<file path="src/rtl/dmem_arbiter.sv">
// Shares the data-memory port between the MA pipeline stage and an aux requester.
// The pipeline has priority; a starvation counter forces one aux access per STARVE_LIMIT blocked cycles.
module dmem_arbiter #(
   parameter int STARVE_LIMIT = 4
) (
   input  logic        clk,
   input  logic        rst_n,
   input  logic [15:0] pipe_ins,
   input  logic [15:0] pipe_addr,
   input  logic [15:0] pipe_wdata,
   output logic [15:0] pipe_rdata,
   output logic        pipe_stall,
   input  logic        aux_req,
   input  logic        aux_we,
   input  logic [15:0] aux_addr,
   input  logic [15:0] aux_wdata,
   output logic        aux_gnt,
   output logic [15:0] aux_rdata,
   output logic        aux_rvalid,
   output logic        mem_r,
   output logic        mem_w,
   output logic [15:0] mem_addr,
   output logic [15:0] mem_wdata,
   input  logic [15:0] mem_rdata,
   output logic [7:0]  stall_cnt
);

   localparam logic [3:0] LIMIT = 4'(STARVE_LIMIT);

   typedef enum logic {ST_IDLE, ST_WAIT} st_e;

   st_e         st_q, st_d;
   logic [3:0]  starve_q, starve_d;
   logic [15:0] aux_rdata_q, aux_rdata_d;
   logic        aux_rvalid_q, aux_rvalid_d;
   logic [7:0]  stall_cnt_q, stall_cnt_d;

   logic pipe_load, pipe_store, pipe_acc, gnt, stall;

   assign pipe_load  = (pipe_ins[15:12] == 4'b0111);
   assign pipe_store = (pipe_ins[15:12] == 4'b1000);
   assign pipe_acc   = pipe_load | pipe_store;
   // rst_n gates the grant so every port-side output is quiet during reset.
   assign gnt        = rst_n & aux_req & (~pipe_acc | (starve_q == LIMIT));
   assign stall      = gnt & pipe_acc;

   always_comb begin
      mem_r      = 1'b0;
      mem_w      = 1'b0;
      mem_addr   = 16'h0000;
      mem_wdata  = 16'h0000;
      pipe_rdata = 16'h0000;
      if (rst_n) begin
         if (gnt) begin
            mem_r     = ~aux_we;
            mem_w     = aux_we;
            mem_addr  = aux_addr;
            mem_wdata = aux_wdata;
         end else begin
            mem_r      = pipe_load;
            mem_w      = pipe_store;
            mem_addr   = pipe_addr;
            mem_wdata  = pipe_wdata;
            pipe_rdata = pipe_load ? mem_rdata : 16'h0000;
         end
      end
   end

   always_comb begin
      st_d         = st_q;
      starve_d     = starve_q;
      aux_rvalid_d = gnt & ~aux_we;
      aux_rdata_d  = (gnt & ~aux_we) ? mem_rdata : aux_rdata_q;
      stall_cnt_d  = (stall && stall_cnt_q != 8'hFF) ? stall_cnt_q + 8'd1 : stall_cnt_q;
      if (!aux_req || gnt) begin
         st_d     = ST_IDLE;
         starve_d = 4'd0;
      end else begin
         st_d = ST_WAIT;
         if (st_q == ST_IDLE)
            starve_d = 4'd1;
         else if (starve_q != LIMIT)
            starve_d = starve_q + 4'd1;
      end
   end

   always_ff @(posedge clk or negedge rst_n) begin
      if (!rst_n) begin
         st_q         <= ST_IDLE;
         starve_q     <= 4'd0;
         aux_rdata_q  <= 16'h0000;
         aux_rvalid_q <= 1'b0;
         stall_cnt_q  <= 8'd0;
      end else begin
         st_q         <= st_d;
         starve_q     <= starve_d;
         aux_rdata_q  <= aux_rdata_d;
         aux_rvalid_q <= aux_rvalid_d;
         stall_cnt_q  <= stall_cnt_d;
      end
   end

   assign aux_gnt    = gnt;
   assign pipe_stall = stall;
   assign aux_rdata  = aux_rdata_q;
   assign aux_rvalid = aux_rvalid_q;
   assign stall_cnt  = stall_cnt_q;

endmodule
</file>
<file path="config.mk">
export PLATFORM = sky130hd
export DESIGN_NAME = dmem_arbiter
export DESIGN_NICKNAME = d
export VERILOG_FILES = /design/src/rtl/dmem_arbiter.sv
export SDC_FILE = /design/constraint.sdc
export NUM_CORES = 1
export LEC_CHECK = 0
export BUFFER_PORTS_ARGS = -buffer_cell sky130_fd_sc_hd__buf_2
export CAP_MARGIN = 20
export CORE_ASPECT_RATIO = 1.1
export CORE_MARGIN = 2
export CORE_UTILIZATION = 35
export CTS_CLUSTER_DIAMETER = 40
export DETAILED_ROUTE_END_ITERATION = 8
export PLACE_DENSITY = 0.74
export SYNTH_ARGS = -nofsm -noshare
export SYNTH_HDL_FRONTEND = slang
export SYNTH_SLANG_ARGS = --single-unit
</file>
<file path="constraint.sdc">
create_clock -name clk -period 1.7 [get_ports clk]
set_input_delay 0.17 -clock clk [delete_from_list [all_inputs] [get_ports clk]]
set_output_delay 0.17 -clock clk [all_outputs]
set_load 0.05 [all_outputs]
</file>
==> impl_metrics.yaml <==
synthesis:
  avgSynthCellArea_sq_um: 9.323
  synth_ff_type: "dfrtp_1"
  ys_ff_latch: 30
  synth-seq-area-share_pct: 35.63
  yosysTopAreaCell: "dfrtp_1"
  synthCells: 226
  yosysWarnings: 0
  syn_area_sq_um: 2107
  synth_common_cells: "nand2_1, inv_1, mux2i_1"
  yosys.cell_types.count: 33
  synth_top_area_share_pct: 35.63
  synth_edf_count: 0
  synthTopCellsByArea: "dfrtp_1, mux2i_1, nand2_1, inv_1, mux2_2"
  synth_most_common_cell: "nand2_1"
  synth_nets: 329
  async_reset_ff_share_pct: 100.0
route:
  wl_met1_um: 2574
  vias: 2364
  routedWlPerCell_um: 15.30
  dr.pass1.iters: 4
  wl_met3_um: 398
  drt_iter0_markers: 33
  routed_wirelength_um: 7667
  drc: 0
  vias_per_cell: 4.719
  ant_nets: 0
  routed-wl-met2_um: 4593
  maxUsedRoutingLayer: "met4"
placed_design:
  placed_area_sq_um: 3621
  dp_hpwl_um: 5088
  gp_congestion: 0.7774
  io_buffers: 164
  place_ws_ns: -0.1489
pwr:
  peakVddDrop_v: 0.0004643
  switchingPower_mw: 1.187
  comb_power_share_pct: 51.8
  powerDensity_nw_per_um2: 637.6
  p_int_mw: 1.667
  power_frac_seq_pct: 29.7
  clockPowerShare_pct: 18.5
  power_leakage_nw: 2.273
  switching_share_pct: 41.59
global_route:
  grt_max_degree: 22
  grt_util_all_layers_pct: 21.90
  grt_pass1_vias: 2455
  grt_pass1_wl_um: 11480
  antenna_found_initial: 0
  grt-ovfl-total: 0
timing:
  worst_pin_slew_ns: 0.3962
  slew_headroom_pct: 73.52
  max_freq_mhz: 482.5
  setup_slack_ns: -0.3725
  grt_setup_unrepaired: "true"
  setup_violations: 75
  worst_clock_skew_ns: 0.003507
  final.min_clock_period_ns: 2.072
  whs_ns: 0.03897
  min_period_over_period_pct: 121.9
  hold_violations: 0
  finalMaxSlewViolations: 0
run_status:
  failed_checks: "setup timing"
  status: "complete, but fails checks"
clock_tree:
  htree_num_levels: 2
  cts_tree: "yes"
  clk-insertion-delay-late_ns: 0.28
  root_buffer: "clkbuf_8"
  cts_inserted_buffers: 5
  clockBufferDepth: 2
  clkTransAtPathRegs_ns: 0.06
  cts_sinks: 30
setup_path:
  cp-end-kind: "output pin"
  regToRegSetupSlack_ns: -0.21
  worstSetupPathType: "reg2out"
  crit_required_ns: 1.53
  timing.rr.start: "starve_q[1]"
  critical_path.startpoint_type: "flop"
  rr_worst_depth: 8
  arrival_ns: 1.90
  r2r_end: "aux_rdata[13]"
  path_max_fanout: 5
floorplan:
  die_area_sq_um: 6658
  fp-row-count: 29
  initial_utilization_pct: 36.29
  io-pin-count: 177
  chipWidth_um: 77.98
  core_area_sq_um: 5806
  fp.dieH_um: 85.38
min_path:
  hp-class: "in2async"
layout:
  nNetsFinal: 527
  utilization_pct: 77.11
  fin_area_sq_um: 4477
  drive_gt1_share_pct: 70.05
  n_fill_cell: 378
  area_delta_synth_final_pct: 112.5
  antenna_cells: 0
run:
  maxCapViolCount: 0
==> cell families (layout without fill, tap and decap cells) <==
| family | after synthesis | count (layout) | share of synthesized area [%] |
|---|---|---|---|
| AO/OA/AOI/OAI | 7 | 7 | 2.970 |
| XOR/XNOR | 8 | 8 | 3.326 |
| adder cells (fa/ha/maj) | 3 | 3 | 1.782 |
| buffers and inverters | 47 | 245 | 10.09 |
| flip-flops | 30 | 30 | 35.63 |
| multiplexers | 50 | 50 | 26.07 |
| AND/OR/NAND/NOR | 81 | 81 | 20.13 |
==> critical path: stages (launching register included) <==
cell and delay, ns:
dfrtp_1 0.40, inv_2 0.09, ha_4 0.14, nand3b_1 0.11, o21ai_2 0.11, nand3_4 0.17, buf_4 0.23, mux2i_2 0.19
buf_6 0.18
==> final cells by class <==
type	count	area, sq um	area share, %
inverter	36	140.1	3.130
timing repair buffer	202	1652	36.89
sequential	30	753.2	16.83
clock buffer	7	76.32	1.705
tap	77	96.34	2.152
multi-input combinational	149	1759	39.30
==> sequential cells by signal, indices dropped and copies added, names as in the netlist <==
name	flops
aux_rdata	16
aux_rvalid	1
st_q	1
stall_cnt	8
starve_q	4
==> what timing repair did <==
action	4_1_cts	5_1_grt
hold endpoints to repair	4	0
gates resized for setup	161	23
setup endpoints to repair	73	77
hold buffers	1	0
pin swaps	10	20
setup buffers	8	7
gates cloned	1	2
==> metrics by stage <==
stage	TNS [ns]	std cells	power, mW
final	-19.30	501	2.855
after global routing	-26.55	501	2.968
after CTS	-17.89	495	2.830
after detailed placement	-5.920	479	2.152
after global placement	-3.311	479	2.132
after floorplan	-4.937	226	1.815
==> how the worst max path moves through the flow <==
stage / startpoint / endpoint / depth (start not counted)
after floorplan: starve_q[0] / mem_addr[0] / 8
after global placement: starve_q[1] / mem_addr[15] / 8
after detailed placement: starve_q[1] / mem_addr[15] / 8
after CTS: starve_q[1] / mem_addr[14] / 8
after global routing: starve_q[1] / mem_addr[14] / 8
final: starve_q[1] / mem_addr[14] / 8
==> layer usage <==
| metal | vias to the layer above | track usage [%] |
|---|---|---|
| li1 | 1133 | - |
| met1 | 1140 | 22.18 |
| met2 | 81 | 44.36 |
| met3 | 10 | 5.319 |
| met4 | 0 | 4.944 |
| met5 | - | 0 |
==> power by group through the flow <==
stage | Combinational, mW | Clock [mW] | Sequential [mW]
6_report | 1.48 | 0.528 | 0.848
2_1_floorplan | 0.665 | 0 | 1.15
3_3_place_gp | 1.28 | 0 | 0.853
3_5_place_dp | 1.30 | 0 | 0.855
4_1_cts | 1.44 | 0.542 | 0.844
5_1_grt | 1.54 | 0.573 | 0.858
==> layout by cell type, fill, tap and decap left out, types with 4 or more instances in the layout <==
cell type | netlist | layout
and2_4 | 0 | 16
buf_12 | 1 | 5
buf_2 | 1 | 112
buf_4 | 3 | 19
buf_6 | 1 | 42
buf_8 | 0 | 21
clkbuf_8 | 0 | 5
dfrtp_1 | 30 | 28
inv_1 | 36 | 32
mux2_4 | 7 | 18
mux2i_4 | 0 | 30
nand2_1 | 38 | 38
nand3_1 | 5 | 4
xor2_1 | 6 | 6
Note: power is estimated with default switching activity, not from simulation.
